`config.mk`:
```
export PLATFORM = sky130hd
export DESIGN_NAME = vram_arbiter
export DESIGN_NICKNAME = d
export VERILOG_FILES = /design/src/rtl/vram_arb_pkg.sv /design/src/rtl/vram_rtag_pipe.sv /design/src/rtl/vram_arbiter.sv
export SDC_FILE = /design/constraint.sdc
export NUM_CORES = 1
export LEC_CHECK = 0
export CORE_ASPECT_RATIO = 0.5
export CORE_MARGIN = 2
export CORE_UTILIZATION = 44
export CTS_BUF_LIST = sky130_fd_sc_hd__clkbuf_8
export CTS_CLUSTER_SIZE = 14
export DETAILED_ROUTE_END_ITERATION = 7
export PLACE_DENSITY_LB_ADDON = 0.15
export REMOVE_ABC_BUFFERS = 1
export SLEW_MARGIN = 5
export SYNTH_ARGS = -nofsm -noshare
export SYNTH_HDL_FRONTEND = slang
export SYNTH_SLANG_ARGS = --single-unit
```
`constraint.sdc`:
```
create_clock -name clk -period 2.2 [get_ports clk]
set_input_delay 0.55 -clock clk [delete_from_list [all_inputs] [get_ports clk]]
set_output_delay 0.55 -clock clk [all_outputs]
set_load 0.01 [all_outputs]
```
`src/rtl/vram_arb_pkg.sv`:
```
// Shared types and constants for the VRAM arbiter: return-tag owner encoding,
// PPU drawing mode value, lockout read data and the fixed read latency.
package vram_arb_pkg;

  localparam int         RD_LAT     = 2;
  localparam logic [1:0] MODE_DRAW  = 2'd3;
  localparam logic [7:0] LOCK_RDATA = 8'hFF;

  typedef enum logic [1:0] {
    OWN_NONE = 2'd0,
    OWN_PPU  = 2'd1,
    OWN_CPU  = 2'd2
  } owner_e;

  typedef struct packed {
    owner_e owner;
    logic   is_read;
    logic   lock_rd;
  } rtag_t;

endpackage

```
`src/rtl/vram_rtag_pipe.sv`:
```
// Return-tag shift register: carries {owner, is_read, lock_rd} for RD_LAT
// cycles so the last stage lines up with the VRAM registered read data.
module vram_rtag_pipe
  import vram_arb_pkg::*;
(
  input  logic       clk,
  input  logic       rst,
  input  logic [1:0] owner_in,
  input  logic       is_read_in,
  input  logic       lock_rd_in,
  output logic [1:0] owner_out,
  output logic       is_read_out,
  output logic       lock_rd_out
);

  rtag_t stage_d [RD_LAT];
  rtag_t stage_q [RD_LAT];

  always_comb begin
    stage_d[0] = '{owner: owner_e'(owner_in), is_read: is_read_in, lock_rd: lock_rd_in};
    for (int i = 1; i < RD_LAT; i++) begin
      stage_d[i] = stage_q[i-1];
    end
  end

  always_ff @(posedge clk) begin
    for (int i = 0; i < RD_LAT; i++) begin
      if (rst) stage_q[i] <= '0;
      else     stage_q[i] <= stage_d[i];
    end
  end

  assign owner_out   = stage_q[RD_LAT-1].owner;
  assign is_read_out = stage_q[RD_LAT-1].is_read;
  assign lock_rd_out = stage_q[RD_LAT-1].lock_rd;

endmodule

```
`src/rtl/vram_arbiter.sv`:
```
// Arbitrates the single-port VRAM between the PPU fetcher and the CPU bus.
// Handshake: req is held until gnt; an access is taken in the cycle req && gnt.
// Optional macro VRAM_LOCK_EN: CPU lockout (no VRAM slot) while ppu_mode is drawing.
module vram_arbiter
  import vram_arb_pkg::*;
#(
  parameter int ADDR_W     = 10,
  parameter int DATA_W     = 8,
  parameter int STARVE_MAX = 4
) (
  input  logic              clk,
  input  logic              rst,
  input  logic [1:0]        ppu_mode,
  input  logic              ppu_req,
  input  logic [ADDR_W-1:0] ppu_addr,
  output logic              ppu_gnt,
  output logic              ppu_rvalid,
  output logic [DATA_W-1:0] ppu_rdata,
  input  logic              cpu_req,
  input  logic              cpu_we,
  input  logic [ADDR_W-1:0] cpu_addr,
  input  logic [DATA_W-1:0] cpu_wdata,
  output logic              cpu_gnt,
  output logic              cpu_rvalid,
  output logic [DATA_W-1:0] cpu_rdata,
  output logic              vram_we,
  output logic [ADDR_W-1:0] vram_addrs,
  output logic [DATA_W-1:0] vram_byte,
  input  logic [DATA_W-1:0] vram_out
);

  localparam int CNT_W = 4;

  logic              lock_active;
  logic              cpu_port_req, cpu_force;
  logic              ppu_win, cpu_win, cpu_lock;
  logic [CNT_W-1:0]  starve_cnt_d, starve_cnt_q;
  logic              vram_we_d, vram_we_q;
  logic [ADDR_W-1:0] vram_addrs_d, vram_addrs_q;
  logic [DATA_W-1:0] vram_byte_d, vram_byte_q;
  logic [DATA_W-1:0] ppu_rdata_d, ppu_rdata_q;
  logic [DATA_W-1:0] cpu_rdata_d, cpu_rdata_q;
  owner_e            tag_owner;
  logic              tag_is_read, tag_lock_rd;
  logic [1:0]        ret_owner;
  logic              ret_is_read, ret_lock_rd;
  logic              ppu_hit, cpu_hit;

`ifdef VRAM_LOCK_EN
  assign lock_active = (ppu_mode == MODE_DRAW);
`else
  logic unused_ppu_mode;
  assign unused_ppu_mode = ^ppu_mode;
  assign lock_active     = 1'b0;
`endif

  // Grants are suppressed while rst is high so nothing is accepted into a pipeline being flushed.
  always_comb begin
    cpu_port_req = cpu_req && !lock_active;
    cpu_force    = (starve_cnt_q == CNT_W'(STARVE_MAX));
    ppu_win      = !rst && ppu_req && !(cpu_port_req && cpu_force);
    cpu_win      = !rst && cpu_port_req && (!ppu_req || cpu_force);
    cpu_lock     = !rst && cpu_req && lock_active;

    starve_cnt_d = starve_cnt_q;
    if (!cpu_req || cpu_win || lock_active) begin
      starve_cnt_d = '0;
    end else if (!cpu_force) begin
      starve_cnt_d = starve_cnt_q + CNT_W'(1);
    end

    vram_we_d    = 1'b0;
    vram_addrs_d = vram_addrs_q;
    vram_byte_d  = vram_byte_q;
    tag_owner    = OWN_NONE;
    tag_is_read  = 1'b0;
    if (cpu_win) begin
      vram_we_d    = cpu_we;
      vram_addrs_d = cpu_addr;
      vram_byte_d  = cpu_wdata;
      tag_owner    = OWN_CPU;
      tag_is_read  = !cpu_we;
    end else if (ppu_win) begin
      vram_addrs_d = ppu_addr;
      tag_owner    = OWN_PPU;
      tag_is_read  = 1'b1;
    end
    tag_lock_rd = cpu_lock && !cpu_we;
  end

  vram_rtag_pipe u_rtag (
    .clk         (clk),
    .rst         (rst),
    .owner_in    (tag_owner),
    .is_read_in  (tag_is_read),
    .lock_rd_in  (tag_lock_rd),
    .owner_out   (ret_owner),
    .is_read_out (ret_is_read),
    .lock_rd_out (ret_lock_rd)
  );

  // Read data is steered straight from vram_out in the return cycle; otherwise each side holds.
  always_comb begin
    ppu_hit     = (ret_owner == OWN_PPU) && ret_is_read;
    cpu_hit     = (ret_owner == OWN_CPU) && ret_is_read;
    ppu_rvalid  = ppu_hit;
    ppu_rdata   = ppu_hit ? vram_out : ppu_rdata_q;
    cpu_rvalid  = cpu_hit || ret_lock_rd;
    cpu_rdata   = cpu_rdata_q;
    if (ret_lock_rd)  cpu_rdata = DATA_W'(LOCK_RDATA);
    else if (cpu_hit) cpu_rdata = vram_out;
    ppu_rdata_d = ppu_rdata;
    cpu_rdata_d = cpu_rdata;
  end

  always_ff @(posedge clk) begin
    if (rst) begin
      starve_cnt_q <= '0;
      vram_we_q    <= 1'b0;
      vram_addrs_q <= '0;
      vram_byte_q  <= '0;
      ppu_rdata_q  <= '0;
      cpu_rdata_q  <= '0;
    end else begin
      starve_cnt_q <= starve_cnt_d;
      vram_we_q    <= vram_we_d;
      vram_addrs_q <= vram_addrs_d;
      vram_byte_q  <= vram_byte_d;
      ppu_rdata_q  <= ppu_rdata_d;
      cpu_rdata_q  <= cpu_rdata_d;
    end
  end

  assign ppu_gnt    = ppu_win;
  assign cpu_gnt    = cpu_win || cpu_lock;
  assign vram_we    = vram_we_q;
  assign vram_addrs = vram_addrs_q;
  assign vram_byte  = vram_byte_q;

endmodule

```
-- After elaboration in Yosys (flattened, before gate mapping)
Memory sizes are Yosys's and may differ from the RTL's.
Cells that the tools add are included.
- word-level logic and storage cells: 46
- output and inout bits: 39
- flip-flop bits (word level): 39
- bits in writable memories: 8
- memories kept: 1
- memories (memory ; depth ; width ; rd ports ; clocked after memory_dff ; write ports ; line ; source):
    u_rtag.stage_q ; 2 ; 4 ; 2 ; 0 ; 2 ; vram_rtag_pipe.sv:17 ; rtag_t stage_q [RD_LAT];
- add/subtract/negate cells: 1
- equal/unequal tests: 3
- muxes and demuxes: 14
- reductions and logical operators: 18
- bitwise logic cells: 3
- operators with widths (kind ; number):
    2-to-1 mux 8 bit ; 3
    2-to-1 mux 10 bit ; 2
    2-to-1 mux 4 bit ; 2
    logical AND 1 bit ; 7
    2-to-1 mux 1 bit ; 6
    zero test 1 bit ; 5
    adder 4 x 1 -> 4 bit (second input constant) ; 1
    equality test 4 x 3 -> 1 bit (second input constant) ; 1
    OR reduction 2 bit ; 2
    logical OR 1 bit ; 3
    equality test 2 x 1 -> 1 bit (second input constant) ; 1
    equality test 2 bit (second input constant) ; 1
    2-to-1 mux 2 bit ; 1
    bitwise OR 1 bit ; 2
    nonzero test 2 bit ; 1
    NOT 1 bit ; 1

-- Logic depth before layout (Yosys ltp)
Gate-level depths: netlist of the first run.
- depth after elaboration: 7
- mapped depth: 6

-- Modules after synthesis
From an unflattened synthesis of the first run, not the netlist that was laid out.
- cells, all modules: 226
- area, all modules: 2316.0 um^2
- modules (own cells, without submodules) (module ; area an instance (um^2) ; times used ; cells each ; sequential area each (um^2)):
    vram_arbiter ; 2105.8 ; 1 ; 210 ; 780.7
    vram_rtag_pipe ; 210.2 ; 1 ; 16 ; 160.2

-- Worst setup path after synthesis of the first run
No wires, ideal clock.
- kind: input -> output
- from: in cpu_req
- to: out cpu_gnt
- slack: 435 ps
- data arrival time: 1215 ps
- cell stages on the path: 3
- cells stage by stage: clkbuf_2 inv_1 a211oi_4
- word-level cells in the longest chain between the ends: 2
- RTL lines (item ; line ; source):
    from (decl) ; vram_arbiter.sv:19 ; input logic cpu_req,
    logical AND 1 bit ; - ;
    logical AND 1 bit ; vram_arbiter.sv:62 ; cpu_win = !rst && cpu_port_req && (!ppu_req || cpu_force);
    to (decl) ; vram_arbiter.sv:23 ; output logic cpu_gnt,
Every way passes these cells.

-- Worst setup path in the final report of the first run
- from: in vram_out[0]
- to: out ppu_rdata[0]
- word-level cells in the longest chain between the ends: 1
- RTL lines (item ; line ; source):
    from (decl) ; vram_arbiter.sv:29 ; input logic [DATA_W-1:0] vram_out
    2-to-1 mux 8 bit ; vram_arbiter.sv:107 ; ppu_rdata = ppu_hit ? vram_out : ppu_rdata_q;
    to (decl) ; vram_arbiter.sv:18 ; output logic [DATA_W-1:0] ppu_rdata,
Every way passes these cells.

==> run metrics, run 1 <==
outcome=finished clean; Final Hold Fails=0; register area share after synthesis=0.443; Post-CTS Hold Buffers=0; fmax=0.474 GHz; Worst R2R Setup Slack=0.49 ns; Post-DRT Antenna Nets=0; largest family of logic cells by synthesized area=multiplexers; synth top area cells=dfxtp_1 (44%), mux2_2 (18%), nor2b_1 (8.6%), nand2b_1 (6.2%), mux2i_1 (4.9%); slowest CP cell=clkdlybuf4s50_1; Slew headroom=0.794; proportion of synthesized area in mux cells=0.232; total wire length=4360 um; initial antenna violation count=0; Synth Warn #=0; # rows=17; number of endpoints failing setup at the final stage=0; #FFs+latches synth=45; RSZ-0062 raised after global routing=false; mean post-synth cell area=10.4 um2; Worst Path Required=1.65 ns; die area=0.00521 mm2; CTS Sinks=45; post-CTS setup buffers=0; Starting Density=0.460; Yosys cell types=26; fin. max-slew vios=0; via count=1669; Cell Area, Synth=0.00203 mm2; Clock Skews=0.00619 ns; Worst-path clk slew=0.08 ns; Final min period=2.11 ns; Post-synth EDFFs=0; post-synthesis compound-gate area fraction=0.0542; CP bufs+invs=2; DRC Markers=0; synthesis-to-layout area growth=48.2%; DRT iter0 DRCs=21; FILL cells=371; fin crit share=0.959; CTS tree=built; Skew-Pair Late Insertion Delay=0.29 ns; CP top delay family=buffers and inverters; Synth top area share=0.443; Gate Count Post-Synth=195; vias in the first global route=1638; die height=52.1 um; post-CTS sizing=25; die width=100 um; Synth Area in XOR/XNOR=0.00862; H-tree Lvls=2; Post-Synth Simple-Gate Area=0.214; Wirelength per Cell=12.8 um; Fin Hold WS=0.440 ns; fraction of registers with async set/reset=0; post-synthesis adder-cell area fraction=0.0123; Static Leak=1.36 nW; top_reg_cell synth=dfxtp_1; number of max-cap violations=0; DP Cell Count=332; hpwl dp=3250 um; vias per cell=4.91; area leader, netlist=dfxtp_1; Max Fanout on Critical Path=2; CP Capture Type=output port; core area=0.00442 mm2; Port Buf Inserts=79; CTS max path bufs=2; IO Count=82; GP Congestion=0.742; largest net degree at the start of global routing=34; Total GRT Usage=0.176; nets@finish=327; CP cell instances=clkdlybuf4s50_1 > mux2_2 > dlygate4sd2_1; first-pass GRT wire length=7110 um; Hold WC Path Type=reg2reg; CP startpoint kind=input pin; layout cell share with drive strength beyond 1=0.212; worst-margin pin slew=0.301 ns; fin cells=340; Clk Tree Root Cell=clkbuf_8; WS Path Type=in2out; drt first pass iters=4; antenna diode count=0; total gr overflow=0; total CTS buffers=5; Critical Path AT=1.56 ns; PwrDens=558 mW/mm2; peak supply drop=0.000256 V; Worst path max stage delay=0.44 ns
[cell usage in the layout, fill, tap and decap left out, types with 2 or more instances in the layout]
cell	instances
o22ai_1	9
buf_2	2
nand2b_1	20
mux2i_1	10
clkbuf_8	7
ha_1	2
a211oi_1	2
clkdlybuf4s50_1	58
dlygate4sd2_1	18
nand3b_1	2
nor2b_1	28
inv_1	5
nor2_1	7
nor3_1	9
dfxtp_1	45
mux2_2	33
buf_4	11
[stage by stage]
step	power, mW	worst slack (ns)	TNS [ns]	util	area [um2]
after floorplan	0.976	0.389	0	-	1980
after global placement	1.14	-0.345	-1.64	0.662	2930
after detailed placement	1.15	-0.343	-1.91	0.662	2930
after CTS	1.70	0.0120	0	0.680	3010
after global routing	1.76	0.00533	0	0.681	3010
final	1.68	0.0911	0	0.681	3010
[logic make-up (layout without fill, tap and decap cells)]
logic type | Yosys count | in the layout
AOI/OAI and AO/OA | 15 | 15
xor gates and xnor gates | 2 | 2
and+or+nand+nor | 71 | 71
buffers and inverters | 17 | 105
adders and majority gates | 2 | 2
DFF | 45 | 45
muxes | 43 | 43
[cell usage after synthesis, types with 2 or more instances]
| library cell | count |
|---|---|
| nand3b_1 | 2 |
| dfxtp_1 | 45 |
| buf_2 | 6 |
| nor3_1 | 9 |
| mux2_2 | 33 |
| ha_1 | 2 |
| clkbuf_1 | 4 |
| a211oi_1 | 2 |
| inv_1 | 6 |
| nor2_1 | 7 |
| nand2b_1 | 20 |
| o22ai_1 | 9 |
| nor2b_1 | 28 |
| mux2i_1 | 10 |
[flip-flops by register name (all words and copies together), names as in the netlist]
register        count
cpu_rdata_q         8
ppu_rdata_q         8
starve_cnt_q        4
u_rtag.stage_q      6
vram_addrs         10
vram_byte           8
vram_we             1
[cell type report]
type | instances | area [um2] | area share
multi-input combinational | 133 | 1060 | 0.353
clock inverter | 1 | 5.00 | 0.00166
tap | 57 | 71.3 | 0.0237
clock buffer | 7 | 96.3 | 0.0320
inverter | 6 | 22.5 | 0.00747
sequential | 45 | 901 | 0.299
timing repair buffer | 91 | 855 | 0.284
[report_power, final]
group / internal [mW] / leakage (nW) / switching (mW)
Combinational: 0.168 / 0.936 / 0.103
Sequential: 0.845 / 0.368 / 0.0137
Clock: 0.284 / 0.0542 / 0.268
Total: 1.30 / 1.36 / 0.384
[worst register-to-register path, delay by kind of cell, from the launching register on]
| kind | cells | cell delay (ns) |
|---|---|---|
| AO/OA/AOI/OAI | 1 | 0.28 |
| flip-flops | 1 | 0.35 |
| adder cells (fa/ha/maj) | 1 | 0.20 |
| multiplexers | 1 | 0.35 |
| AND/OR/NAND/NOR | 1 | 0.12 |
| buffers and inverters | 2 | 0.30 |
[per-layer routing]
layer / vias to the layer above / global-route usage / part of all wire
met5: - / 0 / 0
met4: 0 / 0.0548 / 0.011
li1: 840 / - / -
met3: 5 / 0.0511 / 0.052
met2: 47 / 0.333 / 0.48
met1: 777 / 0.195 / 0.46
[worst paths after layout]
path	from	to	depth (start not counted)
setup / recovery	vram_out[0]	ppu_rdata[0]	3
hold / removal	u_rtag.stage_q[0][3]$_SDFF_PP0_	u_rtag.stage_q[1][3]$_SDFF_PP0_	1
setup reg to reg	starve_cnt_q[0]$_SDFFE_PP0P_	vram_byte[5]$_SDFFE_PP0P_	6
hold reg to reg	u_rtag.stage_q[0][3]$_SDFF_PP0_	u_rtag.stage_q[1][3]$_SDFF_PP0_	1
Power figures use the tool's default switching activity.
==> run 2: changes to the inputs <==
- CORE_MARGIN: 2 -> unset
==> run metrics, run 2 (synthesis gave the netlist of run 1 again) <==
commonest cells after routing, fill and taps aside=clkdlybuf4s50_1 (60), dfxtp_1 (45), mux2_2 (33); Slew headroom=0.669; die height=50.1 um; DP Cell Count=329; Setup WS pre-CTS=-0.269 ns; Clock Skews=0.00512 ns; vias in the first global route=1675; failing checks=DRC; fin. max-slew vios=0; FILL cells=363; WS Path Type=in2out; PwrDens=582 mW/mm2; fmax=0.459 GHz; CP startpoint kind=input pin; Post-DRT Antenna Nets=0; antenna diode count=0; hpwl dp=3230 um; CP Capture Type=output port; GP Congestion=0.732; fin cells=337; Skew-Pair Late Insertion Delay=0.30 ns; fin crit share=0.990; number of max-cap violations=0; total wire length=4590 um; # rows=17; layout cell share with drive strength beyond 1=0.196; total gr overflow=0; drt first pass iters=8; die width=98.1 um; placed cell area=0.00291 mm2; vias per cell=4.98; Total GRT Usage=0.201; Largest register FFs=10; commonest non-fill, non-tap cell in the layout=clkdlybuf4s50_1; peak supply drop=0.000323 V; Wirelength per Cell=13.6 um; Final min period=2.18 ns; number of endpoints failing setup at the final stage=0; CTS tree=built; total CTS buffers=5; post-CTS setup buffers=0; Hold WC Path Type=reg2reg; CTS Sinks=45; Port Buf Inserts=79; Final Cell Area=0.00300 mm2; Starting Density=0.460; Static Leak=1.34 nW; Fin Hold WS=0.441 ns; die area=0.00491 mm2; outcome=finished, violations left; DRC Markers=3; Post-CTS Hold Buffers=0; Final WS setup=0.0219 ns; Critical Path AT=1.63 ns; Max Fanout on Critical Path=3; core area=0.00442 mm2; via count=1677; Worst Path Required=1.65 ns; first-pass GRT wire length=7580 um; Final Hold Fails=0; initial antenna violation count=0; nets@finish=324; IO Count=82; DRT iter0 DRCs=45; Clk Tree Root Cell=clkbuf_8; CTS max path bufs=2; largest net degree at the start of global routing=34; worst-margin pin slew=0.483 ns; synthesis-to-layout area growth=47.8%; Worst-path clk slew=0.08 ns; H-tree Lvls=2
run 2: final cells by class:
cell class,count,area (um2),share of cell area
repair buffers,88,835,0.278
inverters,6,22.5,0.00750
clock inverters,3,42.5,0.0142
flip-flops and latches,45,901,0.300
multi-input cells,133,1060,0.354
clock buffers,5,68.8,0.0229
well taps,57,71.3,0.0237
run 2: path summary, 6_finish.rpt:
path / start / to / slack, ns / depth (start not counted)
setup / recovery: cpu_req / ppu_gnt / 0.02 / 5
hold / removal: u_rtag.stage_q[0][1]$_SDFF_PP0_ / u_rtag.stage_q[1][1]$_SDFF_PP0_ / 0.44 / 1
setup reg to reg: starve_cnt_q[0]$_SDFFE_PP0P_ / vram_addrs[9]$_SDFFE_PP0P_ / 0.51 / 6
hold reg to reg: u_rtag.stage_q[0][1]$_SDFF_PP0_ / u_rtag.stage_q[1][1]$_SDFF_PP0_ / 0.44 / 1
run 2: layer usage:
layer  global-route usage  share of wire
met1                0.232           0.43
met2                0.360           0.50
met3               0.0582          0.054
met4               0.0721          0.017
met5                    0              0
run 2: where the power goes:
group          switching, mW  internal (mW)  leakage, nW
clock                  0.282          0.336       0.0595
sequential            0.0131          0.845        0.368
combinational          0.105          0.169        0.915
run 2: timing repair:
item                       4_1_cts  5_1_grt
setup endpoints to repair       18        2
pin swaps                        0        1
gates resized for setup         21        3
cloned                           0        0
run 2: critical path: stages:
cell             delay (ns)
clkdlybuf4s50_1        0.47
inv_1                  0.10
o21ai_2                0.15
nor2_1                 0.06
dlygate4sd2_1          0.29
run 2: through the flow:
| stage | setup TNS, ns | total power, mW | utilization |
|---|---|---|---|
| floorplan | 0 | 0.976 | - |
| global placement | -1.52 | 1.14 | 0.657 |
| detailed placement | -1.78 | 1.15 | 0.657 |
| CTS | 0 | 1.77 | 0.679 |
| global route | -0.00853 | 1.83 | 0.679 |
| finish | 0 | 1.75 | 0.679 |
